[config.mk]
export PLATFORM = sky130hd
export DESIGN_NAME = adder_accumulator_ctrl
export DESIGN_NICKNAME = d
export VERILOG_FILES = /design/src/rtl/adder_accumulator_ctrl.sv
export SDC_FILE = /design/constraint.sdc
export NUM_CORES = 1
export LEC_CHECK = 0
export ABC_AREA = 1
export BUFFER_PORTS_ARGS = -buffer_cell sky130_fd_sc_hd__buf_4
export CORE_UTILIZATION = 46
export CTS_CLUSTER_SIZE = 25
export DETAILED_ROUTE_END_ITERATION = 7
export MAX_ROUTING_LAYER = met4
export PLACE_DENSITY = 0.8
export SYNTH_ARGS = -nofsm -noshare
export SYNTH_HDL_FRONTEND = slang
export SYNTH_SLANG_ARGS = --single-unit
[constraint.sdc]
create_clock -name Clk -period 1.6 [get_ports Clk]
set_input_delay 0.32 -clock Clk [delete_from_list [all_inputs] [get_ports Clk]]
set_output_delay 0.32 -clock Clk [all_outputs]
set_load 0.05 [all_outputs]
[src/rtl/adder_accumulator_ctrl.sv]
// Operand/accumulator registers and sequencing FSM around an external combinational adder.
// Optional ACC_SATURATE_EN clamps the accumulator to all ones on carry-out instead of wrapping.
module adder_accumulator_ctrl #(
  parameter int WIDTH         = 16,
  parameter int SETTLE_CYCLES = 2
) (
  input  logic             Clk,
  input  logic             Reset,
  input  logic [WIDTH-1:0] SW,
  input  logic             Run,
  input  logic             ClearA_LoadB,
  input  logic [WIDTH-1:0] Adder_Sum,
  input  logic             Adder_CO,
  output logic [WIDTH-1:0] Adder_A,
  output logic [WIDTH-1:0] Adder_B,
  output logic [WIDTH-1:0] Acc,
  output logic             CO_out,
  output logic             Busy,
  output logic             Done
);

  typedef enum logic [1:0] {IDLE, SETTLE, CAPTURE, HOLD} state_t;

  localparam logic [3:0] CNT_INIT = 4'(SETTLE_CYCLES - 1);

  state_t           state_q, state_d;
  logic [3:0]       cnt_q, cnt_d;
  logic [WIDTH-1:0] acc_q, acc_d;
  logic [WIDTH-1:0] b_q, b_d;
  logic             co_q, co_d;
  logic             done_q, done_d;

  always_ff @(posedge Clk) begin
    if (Reset) begin
      state_q <= IDLE;
      cnt_q   <= '0;
      acc_q   <= '0;
      b_q     <= '0;
      co_q    <= 1'b0;
      done_q  <= 1'b0;
    end else begin
      state_q <= state_d;
      cnt_q   <= cnt_d;
      acc_q   <= acc_d;
      b_q     <= b_d;
      co_q    <= co_d;
      done_q  <= done_d;
    end
  end

  always_comb begin
    state_d = state_q;
    cnt_d   = cnt_q;
    acc_d   = acc_q;
    b_d     = b_q;
    co_d    = co_q;
    done_d  = 1'b0;
    unique case (state_q)
      IDLE: begin
        // Clear/load has priority; a concurrent Run is picked up next cycle.
        if (ClearA_LoadB) begin
          acc_d = '0;
          b_d   = SW;
          co_d  = 1'b0;
        end else if (Run) begin
          cnt_d   = CNT_INIT;
          state_d = SETTLE;
        end
      end
      SETTLE: begin
        if (cnt_q == 4'd0) state_d = CAPTURE;
        else               cnt_d   = cnt_q - 4'd1;
      end
      CAPTURE: begin
`ifdef ACC_SATURATE_EN
        acc_d = Adder_CO ? '1 : Adder_Sum;
`else
        acc_d = Adder_Sum;
`endif
        co_d    = Adder_CO;
        done_d  = 1'b1;
        state_d = HOLD;
      end
      HOLD: begin
        if (!Run) state_d = IDLE;
      end
      default: state_d = IDLE;
    endcase
  end

  assign Adder_A = acc_q;
  assign Acc     = acc_q;
  assign Adder_B = b_q;
  assign CO_out  = co_q;
  assign Done    = done_q;
  assign Busy    = (state_q != IDLE);

endmodule

# Word level (Yosys, flattened, before mapping)
# Cells that the tools add are included.
dict set report word_totals {
  mem_bits_rw 0
  register_bits 40
  inputBits 37
  latch_bits 0
  n_memories 0
  rom_bits 0
}
dict set report classes {
  n_shift 0
  eq_ne 9
  n_lt_le_gt_ge 0
  multipliers 0
  n_reduce_logical 9
  mux 14
  addsub 1
  bitwise_logic 0
  n_div 0
}
# op n
set ops {}
lappend ops {{16-bit case mux with 2 select lines} 1}
lappend ops {{16-bit two-way mux} 1}
lappend ops {{4-bit two-way mux} 3}
lappend ops {{2-bit != test, second input constant} 6}
lappend ops {{2-bit two-way mux} 4}
lappend ops {{2-bit case mux with 4 select lines} 1}
lappend ops {{4-bit case mux with 2 select lines} 1}
lappend ops {{4-bit AND reduction} 2}
lappend ops {{2-bit nonzero test} 3}
lappend ops {{2-bit equality test, second input constant} 2}
lappend ops {{4-bit logical NOT} 1}
lappend ops {{2-bit AND reduction} 2}
lappend ops {{4-bit by 1-bit subtractor with 4-bit output, second input constant} 1}
lappend ops {{2-bit by 1-bit equality test with 1-bit output, second input constant} 1}
lappend ops {{2-bit logical NOT} 1}
lappend ops {{1-bit two-way mux} 2}
lappend ops {{1-bit case mux with 2 select lines} 1}

# Depth between registers and ports, before layout
dict set report depth {
  word_depth 3
  depth_mapped 9
  depth_no_buf 9
}

# Worst setup path after synthesis
# OpenSTA, ideal clock, no wires.
dict set report synth_path {
  kind {register to register}
  startpoint {register state_q[0]}
  endpoint {register acc_q[5], in the netlist Acc[5]}
  stages_incl_launch_ff 8
  setup_ps 69
  n_path_buf 1
  t_arrival_ps 1282
  setup_slack_ps 249
  cell_sequence {dfxtp_1 > inv_1 > ha_1 > or2_1 > o21ai_4 > buf_6 > nand3_1 > o21ai_1}
}
dict set report synth_between {
  elab_chain_cells 3
}
# element line
set synth_lines {}
lappend synth_lines {{from (decl)} 26} ;# state_t state_q, state_d;
lappend synth_lines {{from (signal assigned)} 42} ;# state_q <= state_d;
lappend synth_lines {{2-bit equality test or 2-bit logical NOT (tied branches)} 58} ;# unique case (state_q)
lappend synth_lines {{2-bit nonzero test (no source line) or 2-bit != test (tied branches)} -}
lappend synth_lines {{2-bit AND reduction (no source line)} -}
lappend synth_lines {{to (signal assigned)} 37} ;# acc_q <= '0;
lappend synth_lines {{to (signal assigned)} 44} ;# acc_q <= acc_d;
lappend synth_lines {{to (decl)} 28} ;# logic [WIDTH-1:0] acc_q, acc_d;
# Parallel ways exist; a longest one is shown, timed or not.
# A chain may end at the register's enable or synchronous reset.

# Worst setup path after layout
dict set report layout_path {
  startpoint {register state_q[0]}
  endpoint {output port Busy}
}
dict set report layout_between {
  elab_chain_cells 1
}
# element line
set layout_lines {}
lappend layout_lines {{2-bit nonzero test} 96} ;# assign Busy = (state_q != IDLE);
lappend layout_lines {{to (decl)} 18} ;# output logic Busy,
# No other way between the ends.

==> impl_metrics.csv <==
group,metric,value,unit
timing,rsz0062_at_grt,"true",
global_route,track_usage,0.210,
clock_tree,clockBufferDepth,2,
timing,tightest_slew,0.443,ns
place,finalWeightedCongestion,0.827,
global_route,grt_pass1_vias,1511,
routing,vias_per_cell,4.81,
routing,vias,1694,
timing,setup_slack,0.0224,ns
cells_and_area,fin_nets,348,
cells_and_area,area_growth,34.9,%
timing,slew_headroom,0.703,
cells_and_area,final_area,2480,sq um
timing,fmax,634,MHz
yosys,synthArstFlopShare,0,
timing,period_minus_slack,1.58,ns
timing,setup_violations,0,
floorplanning,die_area,4250,sq um
yosys,ys_dominant_reg_cell,"dfxtp_1",
pwr,leakage,1.19,nW
setup_path,cp_max_fo,4,
pwr,max-vdd-ir-drop,1.22,mV
yosys,yosys_warnings,0,
global_route,grt-ovfl-total,0,
floorplanning,num_rows,22,
global_route,grt_antenna_before_repair,0,
pwr,p_total,4.74,mW
yosys,synth_cell_types,24,
clock_tree,clk_pin_slew_worst_paths,0.07,ns
yosys,synthCells,232,
timing,holdWs,0.210,ns
clock_tree,clkLatencyLatePin,0.29,ns
routing,wl_per_cell,11.6,um
setup_path,crit_type,"flip-flop to output pin",
clock_tree,cts_tree,"built",
place,port_buffers,87,
cells_and_area,n_antenna_cell,0,
global_route,grt_max_degree,20,
timing,finalCritPeriodShare,0.986,
yosys,avgSynthCellArea,7.93,sq um
routing,drc,0,
setup_path,critPathArrivalTime,1.26,ns
yosys,synth_edf_count,0,
cells_and_area,finalNonFillerCells,352,
clock_tree,cts_hold_buf,0,
routing,wirelength,4080,um
clock_tree,cts-root-buf,"clkbuf_8",
yosys,syn-cell-area,1840,sq um
cells_and_area,layout-drive-gt1-share,0.362,
place,placedInstanceArea,2400,sq um
job,cap_viol_max_count,0,
pwr,p_per_area,1910,nW/um^2
floorplanning,start_util,0.491,
yosys,yosysSeqAreaShare,0.435,
yosys,syn-num-nets,276,
run_status,status,"finished, final reports clean",
floorplanning,die_w,65.2,um
clock_tree,htree_levels,2,
setup_path,required,1.28,ns
floorplanning,die_y,65.2,um
min_path,min_path_type,"input pin to flip-flop",
setup_path,critPathLaunchType,"flip-flop",
setup_path,end_kind,"output pin",
timing,clock_skew,0.00329,ns
routing,ant_nets,0,
global_route,grt_pass1_wl,6690,um
place,dp_slack,0.126,ns
place,dp_cells,345,
floorplanning,io_pins,88,
clock_tree,cts_buffers,5,
routing,dr.first_iter.drc_count,65,
clock_tree,clkSinkCount,40,
yosys,yosys_register_bits,40,
floorplanning,core-area,3740,sq um
timing,drv_slew,0,
routing,drtPass1Iterations,4,
place,hpwl,3020,um
timing,hold_violations,0,
logic make-up after synthesis:
group,Yosys count,share of synthesized area
compound gates,55,0.156
fa+ha+maj,7,0.0476
buf+inv,40,0.132
flops,40,0.435
simple gates,90,0.229
cells in the final DEF, fill, tap and decap left out, types with 2 or more instances in the layout:
| cell | count |
|---|---|
| ha_1 | 6 |
| o21ai_0 | 40 |
| nand2_2 | 2 |
| nor2_1 | 43 |
| buf_4 | 92 |
| nand3_1 | 20 |
| clkbuf_8 | 5 |
| inv_1 | 10 |
| dfxtp_1 | 40 |
| a21oi_1 | 3 |
| inv_2 | 2 |
| o21ai_1 | 11 |
| nand2_1 | 19 |
critical path, cell delays in order, from the launching register on:
cell	delay [ns]
dfxtp_1	0.33
inv_1	0.14
ha_2	0.26
inv_1	0.05
buf_4	0.18
final timing paths:
check / slack, ns / start / cells past startpoint / to
max: 0.02 / state_q[0] / 4 / Busy
min: 0.21 / Reset / 2 / cnt_q[2]
max reg2reg: 0.14 / state_q[0] / 6 / Acc[10]
min reg2reg: 0.48 / cnt_q[1] / 2 / cnt_q[1]
area by class of cell:
cell class	count	area [sq um]
fillers	347	1260
repair buffers	92	691
flip-flops and latches	40	801
inverters	13	53.8
multi-input cells	152	798
clock inverters	1	5.00
clock buffers	6	72.6
well taps	48	60.1
power breakdown:
part | switching, mW | internal [mW]
Clock | 0.323 | 0.296
Combinational | 1.90 | 0.849
Sequential | 0.141 | 1.23
cells in the mapped netlist, types with 2 or more instances:
cell type | count | area, sq um
ha_1 | 7 | 87.6
inv_1 | 10 | 37.5
nand3_1 | 20 | 100
a21oi_1 | 3 | 15.0
nand2_2 | 2 | 12.5
buf_6 | 2 | 22.5
o21ai_0 | 40 | 200
dfxtp_1 | 40 | 801
nand2_1 | 19 | 71.3
nor2_1 | 43 | 161
o21ai_1 | 11 | 55.1
inv_2 | 2 | 7.51
buf_4 | 17 | 128
buf_2 | 4 | 20.0
clkbuf_1 | 3 | 11.3
metrics by stage:
step	utilization	TNS (ns)
floorplan	-	0
finish	0.663	0
global route	0.663	-0.0281
global placement	0.641	0
CTS	0.663	0
detailed placement	0.641	0
per-layer routing:
layer / routed length, um / GRT usage / vias to the layer above
met4: 42 / 0.0571 / 0
met5: 0 / - / -
met1: 1790 / 0.245 / 740
li1: - / - / 882
met3: 343 / 0.0747 / 6
met2: 1900 / 0.339 / 66
repair_timing:
action	in CTS	in global routing
endpoints found under the setup margin	1	1
gates resized for setup	1	0
setup buffers	0	0
state kept, by name, summed over array words and instances (netlist names):
name / flops
Adder_B: 16
state_q: 2
Done: 1
Acc: 16
cnt_q: 4
CO_out: 1
Power figures use the tool's default switching activity.
